===== src/rtl/mem_port_arbiter_if.sv =====
// mem_port_arbiter_if: pipeline request/response and unified-memory handshake bundle
interface mem_port_arbiter_if;
  logic        InstrReqF;
  logic [31:0] PCF;
  logic [31:0] InstrF;
  logic        MemStallF;
  logic        DataReqM;
  logic        MemWriteM;
  logic [31:0] ALUOutM;
  logic [31:0] WriteDataM;
  logic [31:0] ReadDataM;
  logic        MemStallM;
  logic        mem_req;
  logic        mem_we;
  logic [31:0] mem_addr;
  logic [31:0] mem_wdata;
  logic [31:0] mem_rdata;
  logic        mem_ready;
  modport master (
    input  InstrReqF, PCF, DataReqM, MemWriteM, ALUOutM, WriteDataM, mem_rdata, mem_ready,
    output InstrF, MemStallF, ReadDataM, MemStallM, mem_req, mem_we, mem_addr, mem_wdata
  );
  modport slave (
    output InstrReqF, PCF, DataReqM, MemWriteM, ALUOutM, WriteDataM, mem_rdata, mem_ready,
    input  InstrF, MemStallF, ReadDataM, MemStallM, mem_req, mem_we, mem_addr, mem_wdata
  );
endinterface


===== src/rtl/mem_port_arbiter.sv =====
// mem_port_arbiter: serialises fetch and memory-stage accesses onto one variable-latency memory port
module mem_port_arbiter (
  input logic clk,
  input logic rst,
  mem_port_arbiter_if.master bus
);
  typedef enum logic [2:0] {IDLE, IBUSY, DBUSY, IDONE, DDONE} state_t;
  state_t state;
  logic last_grant;
  logic grant_d;
  // data wins unless it was the most recent grant and fetch is also waiting
  assign grant_d = bus.DataReqM & (~bus.InstrReqF | ~last_grant);
  assign bus.MemStallF = bus.InstrReqF & (state != IDONE);
  assign bus.MemStallM = bus.DataReqM & (state != DDONE);
  always_ff @(posedge clk) begin
    if (rst) begin
      state <= IDLE;
      last_grant <= 1'b0;
      bus.mem_req <= 1'b0;
      bus.mem_we <= 1'b0;
      bus.mem_addr <= '0;
      bus.mem_wdata <= '0;
      bus.InstrF <= '0;
      bus.ReadDataM <= '0;
    end else begin
      case (state)
        IDLE: begin
          if (grant_d) begin
            state <= DBUSY;
            last_grant <= 1'b1;
            bus.mem_req <= 1'b1;
            bus.mem_we <= bus.MemWriteM;
            bus.mem_addr <= bus.ALUOutM;
            bus.mem_wdata <= bus.WriteDataM;
          end else if (bus.InstrReqF) begin
            state <= IBUSY;
            last_grant <= 1'b0;
            bus.mem_req <= 1'b1;
            bus.mem_we <= 1'b0;
            bus.mem_addr <= bus.PCF;
          end
        end
        IBUSY: begin
          if (bus.mem_ready) begin
            state <= IDONE;
            bus.mem_req <= 1'b0;
            bus.InstrF <= bus.mem_rdata;
          end
        end
        DBUSY: begin
          if (bus.mem_ready) begin
            state <= DDONE;
            bus.mem_req <= 1'b0;
            bus.mem_we <= 1'b0;
            if (!bus.mem_we) bus.ReadDataM <= bus.mem_rdata;
          end
        end
        default: state <= IDLE;
      endcase
    end
  end
endmodule

===== src/flat_wrapper.sv =====
// flat-port wrapper written by rule: the top's interface ports become plain ports
module mem_port_arbiter_flat 
  (clk, rst, bus_InstrReqF, bus_PCF, bus_DataReqM, bus_MemWriteM, bus_ALUOutM, bus_WriteDataM, bus_mem_rdata, bus_mem_ready, bus_InstrF, bus_MemStallF, bus_ReadDataM, bus_MemStallM, bus_mem_req, bus_mem_we, bus_mem_addr, bus_mem_wdata);
  mem_port_arbiter_if bus_i ();
  input logic clk;
  input logic rst;
  input wire logic [$bits(bus_i.InstrReqF)-1:0] bus_InstrReqF;
  input wire logic [$bits(bus_i.PCF)-1:0] bus_PCF;
  input wire logic [$bits(bus_i.DataReqM)-1:0] bus_DataReqM;
  input wire logic [$bits(bus_i.MemWriteM)-1:0] bus_MemWriteM;
  input wire logic [$bits(bus_i.ALUOutM)-1:0] bus_ALUOutM;
  input wire logic [$bits(bus_i.WriteDataM)-1:0] bus_WriteDataM;
  input wire logic [$bits(bus_i.mem_rdata)-1:0] bus_mem_rdata;
  input wire logic [$bits(bus_i.mem_ready)-1:0] bus_mem_ready;
  output wire logic [$bits(bus_i.InstrF)-1:0] bus_InstrF;
  output wire logic [$bits(bus_i.MemStallF)-1:0] bus_MemStallF;
  output wire logic [$bits(bus_i.ReadDataM)-1:0] bus_ReadDataM;
  output wire logic [$bits(bus_i.MemStallM)-1:0] bus_MemStallM;
  output wire logic [$bits(bus_i.mem_req)-1:0] bus_mem_req;
  output wire logic [$bits(bus_i.mem_we)-1:0] bus_mem_we;
  output wire logic [$bits(bus_i.mem_addr)-1:0] bus_mem_addr;
  output wire logic [$bits(bus_i.mem_wdata)-1:0] bus_mem_wdata;
  assign bus_i.InstrReqF = bus_InstrReqF;
  assign bus_i.PCF = bus_PCF;
  assign bus_i.DataReqM = bus_DataReqM;
  assign bus_i.MemWriteM = bus_MemWriteM;
  assign bus_i.ALUOutM = bus_ALUOutM;
  assign bus_i.WriteDataM = bus_WriteDataM;
  assign bus_i.mem_rdata = bus_mem_rdata;
  assign bus_i.mem_ready = bus_mem_ready;
  assign bus_InstrF = bus_i.InstrF;
  assign bus_MemStallF = bus_i.MemStallF;
  assign bus_ReadDataM = bus_i.ReadDataM;
  assign bus_MemStallM = bus_i.MemStallM;
  assign bus_mem_req = bus_i.mem_req;
  assign bus_mem_we = bus_i.mem_we;
  assign bus_mem_addr = bus_i.mem_addr;
  assign bus_mem_wdata = bus_i.mem_wdata;
  mem_port_arbiter u_core (.clk(clk), .rst(rst), .bus(bus_i));
endmodule

===== config.mk =====
export PLATFORM = sky130hd
export DESIGN_NAME = mem_port_arbiter_flat
export DESIGN_NICKNAME = d
export VERILOG_FILES = /design/src/rtl/mem_port_arbiter_if.sv /design/src/rtl/mem_port_arbiter.sv /design/src/flat_wrapper.sv
export SDC_FILE = /design/constraint.sdc
export NUM_CORES = 1
export LEC_CHECK = 0
export CELL_PAD_IN_SITES_DETAIL_PLACEMENT = 1
export CELL_PAD_IN_SITES_GLOBAL_PLACEMENT = 2
export CORE_UTILIZATION = 23
export DETAILED_ROUTE_END_ITERATION = 12
export PLACE_DENSITY = 0.81
export SLEW_MARGIN = 20
export SYNTH_ARGS = -nofsm -noshare
export SYNTH_HDL_FRONTEND = slang
export SYNTH_SLANG_ARGS = --single-unit

===== constraint.sdc =====
create_clock -name clk -period 2.35 [get_ports clk]
set_input_delay 0.5875 -clock clk [delete_from_list [all_inputs] [get_ports clk]]
set_output_delay 0.5875 -clock clk [all_outputs]
set_load 0.02 [all_outputs]

After elaboration in Yosys (flattened, before gate mapping)
Index checks and enable logic that the tools add are counted.
{"block": "word_totals", "input_bits": 134, "elab_cells": 50, "ff_bits": 134}
{"block": "op_classes", "muxes": 15, "reduce_logical": 12, "n_bitwise": 7, "eq_ne": 8}
{"cell": "32-bit two-way mux", "n": 2}
{"cell": "3-bit two-way mux", "n": 4}
{"cell": "3-bit AND reduction", "n": 4}
{"cell": "3-bit case mux with 3 select lines", "n": 1}
{"cell": "1-bit two-way mux", "n": 6}
{"cell": "3-bit by 2-bit != test with 1-bit output, second input constant", "n": 2}
{"cell": "2-bit AND reduction", "n": 3}
{"cell": "2-bit nonzero test", "n": 3}
{"cell": "2-bit != test, second input constant", "n": 2}
{"cell": "1-bit case mux with 2 select lines", "n": 2}
{"cell": "1-bit AND", "n": 3}
{"cell": "3-bit by 1-bit == test with 1-bit output, second input constant", "n": 1}
{"cell": "3-bit by 2-bit == test with 1-bit output, second input constant", "n": 1}
{"cell": "3-bit logical NOT", "n": 1}
{"cell": "3-bit != test, second input constant", "n": 1}
{"cell": "1-bit NOT", "n": 3}
{"cell": "2-bit by 1-bit != test with 1-bit output, second input constant", "n": 1}
{"cell": "2-bit OR reduction", "n": 1}
{"cell": "1-bit bitwise OR", "n": 1}

Logic depth before layout (Yosys ltp)
{"block": "depth", "ltp_word": 5, "mapped_depth": 7, "mapped_depth_nobuf": 3}

Worst setup path before layout
No wires, ideal clock.
{"block": "synth_timing", "kind": "reg2reg", "startpoint": "reg u_core.state[2]", "endpoint": "reg u_core.bus.mem_addr[21]", "setup_slack_ps": 516, "arrival_time_ps": 1747, "n_path_buf": 4, "t_required_ps": 2264, "setup_ps": 86, "stages_incl_launch_ff": 8, "period_less_slack_ps": 1834, "cell_sequence": "dfxtp_1 > buf_6 > or3_4 > buf_6 > or3_1 > buf_6 > buf_6 > a221oi_2"}
{"block": "synth_via", "elab_chain_cells": 2}
{"item": "from (decl)", "line": "mem_port_arbiter.sv:8", "source": "state_t state;"}
{"item": "from (signal assigned)", "line": "mem_port_arbiter.sv:17", "source": "state <= IDLE;"}
{"item": "from (signal assigned)", "line": "mem_port_arbiter.sv:29", "source": "state <= DBUSY;"}
{"item": "from (signal assigned)", "line": "mem_port_arbiter.sv:36", "source": "state <= IBUSY;"}
{"item": "3-bit logical NOT", "line": "mem_port_arbiter.sv:26", "source": "case (state)"}
{"item": "2-bit AND reduction (no source line)"}
{"item": "to (signal assigned)", "line": "mem_port_arbiter.sv:33", "source": "bus.mem_addr <= bus.ALUOutM;"}
{"item": "to (signal assigned)", "line": "mem_port_arbiter.sv:40", "source": "bus.mem_addr <= bus.PCF;"}
{"item": "to (decl)", "line": "mem_port_arbiter_if.sv:21", "source": "output InstrF, MemStallF, ReadDataM, MemStallM, mem_req, mem_we, mem_addr, mem_wdata"}
No other way between the ends.
A chain may end at the register's enable or synchronous reset.

Worst setup path in the final report
{"block": "layout_timing", "startpoint": "in bus_InstrReqF", "endpoint": "out bus_MemStallF"}
{"block": "layout_via", "elab_chain_cells": 1}
{"item": "from (decl)", "line": "flat_wrapper.sv:7", "source": "input wire logic [$bits(bus_i.InstrReqF)-1:0] bus_InstrReqF;"}
{"item": "1-bit AND", "line": "mem_port_arbiter.sv:13", "source": "assign bus.MemStallF = bus.InstrReqF & (state != IDONE);"}
{"item": "to (decl)", "line": "flat_wrapper.sv:16", "source": "output wire logic [$bits(bus_i.MemStallF)-1:0] bus_MemStallF;"}
No other way between the ends.

==> results.cfg <==
[logic_synthesis]
synth_cells = 675
synth.area.top_cells = dfxtp_1 (45%), nand2b_1 (10%), a221oi_2 (7.4%)
synth.cell_area_sq_um = 5900
ys_warn_count = 0
synthFlopType = dfxtp_1
synthDistinctLibCells = 33
synth-async-reset-ratio_pct = 0
synth_top_area_share_pct = 45.4
avgSynthCellArea_sq_um = 8.75
synth_edf_count = 0
syn_nets = 809
synth-seq-cells = 134
yosys.area.top_type = dfxtp_1
synth_seq_area_share_pct = 45.4

[place]
dp_hpwl_um = 13500
io_buffers = 265
place_congestion = 0.764
dpl.cell_count = 1228

[timing]
hold_violations = 0
finalMaxSlewViolations = 0
clock-skew-final_ns = 0.0103
worstMarginPinSlew_ns = 0.650
slew_headroom_pct = 56.7
rsz0062_at_grt = no
fmax_ghz = 0.459
finalCriticalPeriod_ns = 2.18
post-route-period-util_pct = 92.7
timing.hold.ws_ns = 0.454
setup_violations = 0

[pwr]
power_density_nw_per_um2 = 737
p_leak_nw = 3.48
ir_worst_vdd_mv = 0.372

[worst_setup_path]
cp-startpoint = bus_InstrReqF
crit_required_ns = 1.76
cp-end-kind = output pin
startpoint_type = input port
r2r_start = u_core.state[2]$_SDFFE_PP0P_
crit_path_max_fanout = 2
path_class = input port to output pin
cp.arrival_ns = 1.59

[detailed_routing]
vias_per_cell = 4.39
dr.pass1.iters = 5
wirelength_um = 20000
route.detailed.drc = 0
ant_nets = 0
wl_per_cell_um = 15.8
drt_iter0_drc = 161
num_vias = 5527

[floorplanning]
rows = 58
core_area_sq_um = 25200
start_util_pct = 23.4
die_h_um = 162
io_pins = 266
die_x_um = 162
die_area_sq_um = 26300

[clocking]
htree_num_levels = 4
holdBufCountCts = 0
cts_tree = built
clock_latency_ns = 0.42
cts_setup_buffers = 0
clockRootBuffer = clkbuf_16
cts_resized = 1
clkTransAtPathRegs_ns = 0.06
cts_buffer_depth = 2
clock-sinks = 134
cts_buffers = 17

[outcome]
outcome = finished clean

[layout]
drive_gt1_share_pct = 9.46
num_antenna_cells = 0
final_cell_mix = clkdlybuf4s50_1 (262), dfxtp_1 (134), nand2b_1 (97)
syn2layout_area_growth_pct = 61.9
final-instance-count-excl-fill = 1260
fin_util_pct = 37.9
mostFrequentLayoutCell = clkdlybuf4s50_1
nNetsFinal = 1051

[global_routing]
grt_max_degree = 167
grt_first_pass_wirelength_um = 31400
grt.overflow.total = 0
grt_pass1_vias = 5656
track_usage_pct = 15.3
antenna_found_initial = 0

[hold_path]
worstHoldStart = u_core.bus.InstrF[26]$_SDFFE_PP0P_
hp-class = flop to flop

[run]
drv_cap = 0
==> flip-flops by register name, summed over array words and instances, names as in the netlist <==
register              flops
u_core.bus.InstrF        32
u_core.bus.mem_addr      32
u_core.last_grant         1
u_core.state              3
u_core.bus.ReadDataM     32
u_core.bus.mem_req        1
u_core.bus.mem_wdata     32
u_core.bus.mem_we         1
==> kinds of logic (layout without fill, tap and decap cells) <==
| family | count (synthesis) | in the layout | share of synthesized area (%) |
|---|---|---|---|
| AOI/OAI and AO/OA | 138 | 138 | 17.2 |
| xor gates and xnor gates | 1 | 1 | 0.148 |
| buffers and inverters | 127 | 382 | 9.22 |
| DFF | 134 | 134 | 45.4 |
| muxes | 33 | 33 | 5.62 |
| and+or+nand+nor | 242 | 242 | 22.4 |
==> cell usage after synthesis, types with 2 or more instances <==
cell type  number
inv_1          67
a221oi_1        3
buf_6           4
buf_4           3
a21oi_1        66
o21ai_0        33
nor2_1          4
or3_1          34
clkbuf_1       47
nand2_1        64
nand4bb_1       2
buf_2           3
buf_8           2
nor3_1         35
a221oi_2       29
mux2i_1        32
nor2b_1         2
nand2b_1       97
dfxtp_1       134
==> critical path: stages <==
cell and delay [ns]:
clkdlybuf4s50_1 0.48, inv_1 0.05, a31oi_1 0.12, dlygate4sd2_1 0.34
==> path summary, 6_finish.rpt <==
path | slack (ns) | cells after the start | end
setup / recovery | 0.17 | 4 | bus_MemStallF
hold / removal | 0.45 | 2 | u_core.bus.InstrF[26]$_SDFFE_PP0P_
hold reg to reg | 0.45 | 2 | u_core.bus.InstrF[26]$_SDFFE_PP0P_
setup reg to reg | 0.34 | 4 | u_core.bus.mem_addr[0]$_SDFFE_PP0P_
==> area by class of cell <==
| class | count | area (sq um) |
|---|---|---|
| Fill cell | 2899 | 15600 |
| Sequential cell | 134 | 2680 |
| Clock buffer | 18 | 429 |
| Inverter | 67 | 251 |
| Tap cell | 330 | 413 |
| Clock inverter | 14 | 150 |
| Timing Repair Buffer | 283 | 2920 |
| Multi-Input combinational cell | 414 | 2710 |
==> metrics by stage <==
step                      setup slack (ns)  total power [mW]  area (sq um)  TNS [ns]
after global routing                 0.146              7.41          9560         0
after floorplan                      0.516              3.55          5900         0
after global placement              -0.124              4.41          8980    -0.124
after CTS                            0.164              7.18          9560         0
after detailed placement            -0.119              4.44          8980    -0.119
final                                0.172              7.05          9560         0
==> power by group <==
part	leakage [nW]	switching, mW	internal [mW]
Combinational	2.10	0.890	0.877
Clock	0.277	1.11	1.57
Sequential	1.10	0.110	2.49
==> metal layers <==
layer	routed length, um	GRT usage [%]	vias up
met5	0	0	-
met4	534	6.35	0
met3	1300	5.16	28
met2	9190	24.4	162
met1	8940	18.8	2599
li1	-	-	2738
Note: power is estimated with default switching activity, not from simulation.
